**src/rtl/apb_ws_slave.sv**
```systemverilog
// APB byte-memory slave with a runtime wait-state count, sampled at setup, and
// PSLVERR on out-of-range addresses. All APB response outputs are registered.
module apb_ws_slave #(
  parameter int ADDR_WIDTH = 8,
  parameter int DATA_WIDTH = 8,
  parameter int MEM_DEPTH  = 64,
  parameter int ERR_CNT_W  = 8
) (
  input  logic                  pclk,
  input  logic                  presetn,
  input  logic                  psel,
  input  logic                  penable,
  input  logic                  pwrite,
  input  logic [ADDR_WIDTH-1:0] paddr,
  input  logic [DATA_WIDTH-1:0] pwdata,
  input  logic [3:0]            ws_cfg,
  output logic                  pready,
  output logic [DATA_WIDTH-1:0] prdata,
  output logic                  pslverr,
  output logic                  xfer_done,
  output logic [ERR_CNT_W-1:0]  err_cnt
);

  localparam int IDX_W = (MEM_DEPTH > 1) ? $clog2(MEM_DEPTH) : 1;
  localparam logic [ADDR_WIDTH:0] DEPTH_L = MEM_DEPTH[ADDR_WIDTH:0];
  localparam logic [ERR_CNT_W-1:0] ERR_MAX = {ERR_CNT_W{1'b1}};
  localparam logic [ERR_CNT_W-1:0] ERR_ONE = {{(ERR_CNT_W-1){1'b0}}, 1'b1};

  localparam logic [1:0] ST_IDLE = 2'd0;
  localparam logic [1:0] ST_WAIT = 2'd1;
  localparam logic [1:0] ST_RESP = 2'd2;

  logic [1:0]            state_q, state_d;
  logic [3:0]            cnt_q, cnt_d;
  logic [ADDR_WIDTH-1:0] addr_q, addr_d;
  logic                  wr_q, wr_d;
  logic [DATA_WIDTH-1:0] wdata_q, wdata_d;
  logic                  ferr_q, ferr_d;
  logic                  pready_q, pready_d;
  logic                  pslverr_q, pslverr_d;
  logic [DATA_WIDTH-1:0] prdata_q, prdata_d;
  logic                  xfer_done_q, xfer_done_d;
  logic [ERR_CNT_W-1:0]  err_cnt_q, err_cnt_d;
  logic [DATA_WIDTH-1:0] mem_q [MEM_DEPTH];
  logic [DATA_WIDTH-1:0] mem_d [MEM_DEPTH];

  logic complete_s;
  logic cur_err_s;
  logic nxt_err_s;

  function automatic logic out_of_range(input logic [ADDR_WIDTH-1:0] a);
    return ({1'b0, a} >= DEPTH_L);
  endfunction

  assign cur_err_s = ferr_q | out_of_range(addr_q);

  // Transfer FSM, memory commit, error counting and next-cycle response outputs.
  always_comb begin
    state_d    = state_q;
    cnt_d      = cnt_q;
    addr_d     = addr_q;
    wr_d       = wr_q;
    wdata_d    = wdata_q;
    ferr_d     = ferr_q;
    mem_d      = mem_q;
    err_cnt_d  = err_cnt_q;
    complete_s = 1'b0;

    case (state_q)
      ST_IDLE: begin
        if (psel && !penable) begin
          addr_d  = paddr;
          wr_d    = pwrite;
          wdata_d = pwdata;
          cnt_d   = ws_cfg;
          ferr_d  = 1'b0;
          state_d = (ws_cfg == 4'd0) ? ST_RESP : ST_WAIT;
        end else if (psel && penable) begin
          // Access phase without a setup: answer with an error, touch nothing.
          wr_d    = pwrite;
          ferr_d  = 1'b1;
          state_d = ST_RESP;
        end else begin
          state_d = ST_IDLE;
        end
      end
      ST_WAIT: begin
        if (!psel) begin
          state_d = ST_IDLE;
        end else if (penable) begin
          if (cnt_q == 4'd1) begin
            state_d = ST_RESP;
          end else begin
            cnt_d = cnt_q - 4'd1;
          end
        end else begin
          state_d = ST_WAIT;
        end
      end
      ST_RESP: begin
        if (!psel) begin
          state_d = ST_IDLE;
        end else if (penable && pready_q) begin
          complete_s = 1'b1;
          state_d    = ST_IDLE;
        end else begin
          state_d = ST_RESP;
        end
      end
      default: begin
        state_d = ST_IDLE;
      end
    endcase

    if (complete_s && wr_q && !cur_err_s) begin
      mem_d[addr_q[IDX_W-1:0]] = wdata_q;
    end else begin
      mem_d = mem_q;
    end

    if (complete_s && cur_err_s && (err_cnt_q != ERR_MAX)) begin
      err_cnt_d = err_cnt_q + ERR_ONE;
    end else begin
      err_cnt_d = err_cnt_q;
    end

    // Memory cannot change while entering or sitting in RESP, so read data is stable.
    nxt_err_s   = ferr_d | out_of_range(addr_d);
    xfer_done_d = complete_s;
    pready_d    = (state_d == ST_RESP);
    pslverr_d   = pready_d & nxt_err_s;
    if (pready_d && !wr_d && !nxt_err_s) begin
      prdata_d = mem_q[addr_d[IDX_W-1:0]];
    end else begin
      prdata_d = '0;
    end
  end

  // State, latched transfer fields, memory and registered outputs.
  always_ff @(posedge pclk or negedge presetn) begin
    if (!presetn) begin
      state_q     <= ST_IDLE;
      cnt_q       <= 4'd0;
      addr_q      <= '0;
      wr_q        <= 1'b0;
      wdata_q     <= '0;
      ferr_q      <= 1'b0;
      pready_q    <= 1'b0;
      pslverr_q   <= 1'b0;
      prdata_q    <= '0;
      xfer_done_q <= 1'b0;
      err_cnt_q   <= '0;
      mem_q       <= '{default: '0};
    end else begin
      state_q     <= state_d;
      cnt_q       <= cnt_d;
      addr_q      <= addr_d;
      wr_q        <= wr_d;
      wdata_q     <= wdata_d;
      ferr_q      <= ferr_d;
      pready_q    <= pready_d;
      pslverr_q   <= pslverr_d;
      prdata_q    <= prdata_d;
      xfer_done_q <= xfer_done_d;
      err_cnt_q   <= err_cnt_d;
      mem_q       <= mem_d;
    end
  end

  assign pready    = pready_q;
  assign pslverr   = pslverr_q;
  assign prdata    = prdata_q;
  assign xfer_done = xfer_done_q;
  assign err_cnt   = err_cnt_q;

endmodule

```
**config.mk**
```make
export PLATFORM = sky130hd
export DESIGN_NAME = apb_ws_slave
export DESIGN_NICKNAME = d
export VERILOG_FILES = /design/src/rtl/apb_ws_slave.sv
export SDC_FILE = /design/constraint.sdc
export NUM_CORES = 1
export LEC_CHECK = 0
export ABC_AREA = 1
export BUFFER_PORTS_ARGS = -buffer_cell sky130_fd_sc_hd__clkbuf_2
export CORE_ASPECT_RATIO = 1.2
export CORE_MARGIN = 5
export CORE_UTILIZATION = 39
export DETAILED_ROUTE_END_ITERATION = 12
export HOLD_SLACK_MARGIN = 0.1
export PLACE_DENSITY_LB_ADDON = 0.1
export SKIP_LAST_GASP = 1
export SLEW_MARGIN = 5
export SYNTH_ARGS = -nofsm -noshare
export SYNTH_HDL_FRONTEND = slang
export SYNTH_SLANG_ARGS = --single-unit
```
**constraint.sdc**
```tcl
create_clock -name pclk -period 1.9 [get_ports pclk]
set_input_delay 0.38 -clock pclk [delete_from_list [all_inputs] [get_ports pclk]]
set_output_delay 0.38 -clock pclk [all_outputs]
set_load 0.02 [all_outputs]
```
# Yosys cells after proc, flatten, opt, wreduce, memory -nomap -nowiden
# Cells that the tools add are included.
# classes
n_addsub,2
order_cmp,5
n_eq_ne,9
n_mux,32
n_bitwise,5
n_reduce_logical,19
# op_table
operator,n
bitwise mux 512 bit,1
binary-select mux 8 bit (select 6 bit),1
demux 8 bit (select 6 bit),1
two-way mux 8 bit,6
"greater-or-equal comparator 8 x 7 -> 1 bit, second input constant",2
two-way mux 2 bit,8
two-way mux 4 bit,4
"greater-or-equal comparator 7 bit, second input constant",2
NOT 6 -> 7 bit,2
logical AND 1 bit,10
two-way mux 1 bit,9
"adder 8 x 1 -> 8 bit, second input constant",1
"inequality test 2 bit, second input constant",4
"inequality test 8 bit, second input constant",1
case mux 4 bit (2 select lines),1
"< comparator 7 x 1 -> 1 bit, second input constant",1
case mux 2 bit (3 select lines),1
AND reduction 5 bit,1
"equality test 2 bit, second input constant",2
"equality test 4 x 1 -> 1 bit, second input constant",1
logical NOT 1 bit,4
logical NOT 4 bit,1
"subtractor 4 x 1 -> 4 bit, second input constant",1
"equality test 2 x 1 -> 1 bit, second input constant",1
5 further kinds,6
# totals
register_bits,555
inputBits,25
out_inout_bits,19
elab_cells,147

# Longest topological paths before layout
# depth
ltp_word,9
mapped_depth,16
depth_no_buf,13

# Worst setup path after synthesis
# No wires, ideal clock.
# synth_path
path_kind,register to register
start,register state_q[0]
end,"register prdata_q[1], in the netlist prdata[1]"
t_arrival_ns,1.735
path_slack_ns,0.048
path_stages_with_launch,16
n_path_buf,3
path_cell_list,dfrtp_1 nor2_2 nand2_2 buf_6 inv_4 nand2_1 nand2_2 buf_6 buf_2 nand3_1 nand3_1 nand3_1 nand3_1 nand2_1 nor2_1 nor2_1
# synth_between
elab_chain_len,8
word_cells_on_any_way,22
# synth_rtl
item,line_no,text
"start, declared",33,"logic [1:0] state_q, state_d;"
"start signal, assigned",155,state_q <= state_d;
"parallel branches: the longest is 7 deep, another holds two-way mux 8 bit",n/a,
two-way mux 8 bit (*),132,if (pready_d && !wr_d && !nxt_err_s) begin
named net prdata_d[1],41,"logic [DATA_WIDTH-1:0] prdata_q, prdata_d;"
"end signal, assigned",163,prdata_q <= prdata_d;
"end, declared",41,
# Mark *: on every way through the listed nets, which the timed path passes. The select of a mux whose other input is x is not followed.
# A chain may end at the register's enable or synchronous reset.

# Final worst setup path
# layout_path
start,register state_q[0]
end,"register prdata_q[5], in the netlist prdata[5]"
# The elaborated chain is that of the path after synthesis.

==> flow_summary.toml <==
[clocking]
clock_latency_ns = 0.64
cts_max_path_buffers = 3
clk_pin_slew_worst_paths_ns = 0.06
cts_tree = "built"
root_buffer = "clkbuf_16"
cts_inserted_buffers = 58
htreeDepth = 2
cts.sinks = 555

[place]
place_congestion = 0.8828
dpl_cell_area_sq_um = 28370
numPortBuffers = 43
place_hpwl_um = 54030

[yosys]
netlist.area_leader.share_pct = 54.29
yosys_warnings = 0
synth.area.top_cells = "dfrtp_1 54%, nand2_1 17%, o21ai_0 10%"
syn_inst = 3208
netlist_area_sq_um = 25580
syn_area_per_cell_sq_um = 7.975
ys_types = 38
synth_commonest_cells = "1137 x nand2_1, 555 x dfrtp_1, 529 x o21ai_0"
yosysMostFrequentCell = "nand2_1"
synth-async-reset-ratio_pct = 100.0
seq_area_frac_synth_pct = 54.29
syn_nets = 3236
yosys.area.top_type = "dfrtp_1"
synth-edff-count = 0
ys.flop_type = "dfrtp_1"
ys_ff_latch = 555

[status]
violations = "negative setup slack"
status = "finished with violations"

[timing]
timing.final.crit_share_pct = 120.4
post-route-min-period_ns = 2.287
slew_headroom_pct = 66.39
finalSetupViolations = 528
max_freq_mhz = 437.3
worst_clock_skew_ns = 0.03288
setup_tns_ns = -143.68
worst_pin_slew_ns = 0.5042
slew_viol_final = 0
hold_viol = 0
worst_slack_ns = -0.3870
rsz0062_at_grt = "true"

[die]
start_util_pct = 39.46
fp.dieArea_sq_um = 70840
die-width_um = 243.8
rows = 102
io_pins = 44
core_area_sq_um = 64830
die_h_um = 290.6

[detailed_routing]
final_antenna_net_count = 0
drt_wl_total_um = 96450
drcViolationCount = 0
vias = 24070
viasPerCell = 5.532
drt_first_pass_iters = 6
drt_iter0_drc = 2386
drt-wirelength-per-cell_um = 22.17

[critical_path]
slowest_delay_ns = 0.41
r2r-start = "state_q[0]$_DFF_PN0_"
slowest_stage = "dfrtp_1"
critPathKind = "reg -> reg"
path_max_fanout = 10
cp-end-kind = "flip-flop"
critPathLaunch = "state_q[0]$_DFF_PN0_"
ff2ff_setup_slack_ns = -0.39
start_kind = "flip-flop"
crit_end = "prdata[5]$_DFF_PN0_"
cp_common_cell = "nand3_1"
r2r-end = "prdata[5]$_DFF_PN0_"
reg2regPathDepth = 15
required_ns = 2.45
worstPathArrival_ns = 2.83
path_cells = "nor2_4 -> buf_6 -> nand3_4 -> nand2_8 -> buf_12 -> buf_12 -> buf_4 -> nand2_1 -> nand3_1 -> nand3_1 -> nand3_1 -> nand3_2 -> nand3_1 -> nand2_1 -> nor2_1"

[cells_and_area]
fin_area_sq_um = 34370
drive_above_1_share_pct = 21.03
area_growth_syn_to_layout_pct = 34.33
num-nets-final = 3498
final_util_pct = 53.01

[power_and_ir_drop]
p_int_uw = 24880
power_leakage_uw = 0.01534
p_seq_share_pct = 31.9
pwr-share-comb_pct = 33.1
irDropWorstVdd_v = 0.001174
switching_power_uw = 13130
pwr-share-clk_pct = 35.0
pwr_density_cell_nw_per_um2 = 1106
sw_frac_of_total_pct = 34.54

[global_routing]
antenna_found_initial = 0
grt.overflow.total = 0
grt_max_degree = 76
grt_pass1_wl_um = 143900
grtUsageTotal_pct = 25.86
grt_pass1_vias = 23490

[worst_hold_path]
min_path_type = "in -> reg"

[run]
drv_cap = 0
## cell type report
type | instances | area, sq um
Sequential cell | 555 | 13890
Timing Repair Buffer | 436 | 5234
Tap cell | 832 | 1041
Inverter | 107 | 409.1
Clock inverter | 34 | 633.1
Clock buffer | 74 | 1592
Fill cell | 5953 | 30470
Antenna cell | 1 | 2.502
Multi-Input combinational cell | 2312 | 11570
## repair_timing
item,in CTS,in global routing
endpoints found under the hold margin,372,0
hold buffers,15,0
gates resized for setup,412,263
endpoints found under the setup margin,351,529
setup buffers,36,13
pin swaps,24,23
gates cloned,54,20
## critical path: cells and delay by family (launching register included)
kind,cells,cell delay [ns]
buffers and inverters,4,0.59
and+or+nand+nor,11,1.18
DFF,1,0.41
## per-stage QoR
stage                     power, uW  setup WS (ns)  hold WS [ns]  cells
after floorplan               17330        0.04786       0.08441   3208
final                         38010        -0.3870        0.1394   4351
after CTS                     37320        -0.3418        0.1057   4321
after global placement        22330        -0.8374        0.3161   4108
after global routing          39260        -0.4780        0.1555   4350
after detailed placement      22360        -0.8154        0.3185   4108
## worst min path at each step
stage | from | endpoint | slack, ns | cells past startpoint
after global placement | presetn | mem_q[415]$_DFFE_PN0P_ | 0.32 | 1
after global routing | ws_cfg[3] | cnt_q[3]$_DFFE_PN0P_ | 0.16 | 3
after CTS | ws_cfg[3] | cnt_q[3]$_DFFE_PN0P_ | 0.11 | 3
after detailed placement | presetn | mem_q[415]$_DFFE_PN0P_ | 0.32 | 1
final | ws_cfg[3] | cnt_q[3]$_DFFE_PN0P_ | 0.14 | 3
after floorplan | presetn | addr_q[0]$_DFF_PN0_ | 0.08 | 0
## flip-flops by register name, summed over array words and instances (netlist names)
register,count
addr_q,8
cnt_q,4
err_cnt,8
ferr_q,1
mem_q,512
prdata,8
pready,1
pslverr,1
state_q,2
wdata_q,8
wr_q,1
xfer_done,1
## routing by layer
layer	vias up	GRT usage (%)	part of all wire, %
met3	192	3.320	5.8
met4	0	8.135	3.5
li1	11050	-	-
met1	11940	35.68	42
met5	-	0	0
met2	882	42.76	49
## kinds of logic after synthesis
group,count (synthesis),synth area share [%]
AO/OA/AOI/OAI,545,10.88
XOR/XNOR,8,0.2739
adder cells (fa/ha/maj),3,0.1467
buffers and inverters,341,5.835
flip-flops,555,54.29
multiplexers,1,0.03913
AND/OR/NAND/NOR,1755,28.54
## placed cells by master, fill, tap and decap left out, drive strengths merged, types with 3 or more instances in the layout
| master | n |
|---|---|
| nor2 | 97 |
| clkinv | 12 |
| dfrtp | 555 |
| o21ai | 536 |
| nand2 | 1142 |
| bufinv | 17 |
| inv | 109 |
| dlygate4sd3 | 15 |
| nand3 | 510 |
| clkbuf | 127 |
| xor2 | 6 |
| ha | 3 |
| clkinvlp | 3 |
| buf | 368 |
| nor3 | 3 |
## power by group through the flow
stage | clock [uW] | sequential [uW] | combinational (uW)
6_report | 13300 | 12100 | 12600
5_1_grt | 14000 | 12100 | 13100
4_1_cts | 13500 | 12100 | 11700
3_5_place_dp | 0 | 12300 | 10000
3_3_place_gp | 0 | 12300 | 10000
2_1_floorplan | 0 | 12400 | 4970
No activity file was read; power rests on OpenSTA's default activity.
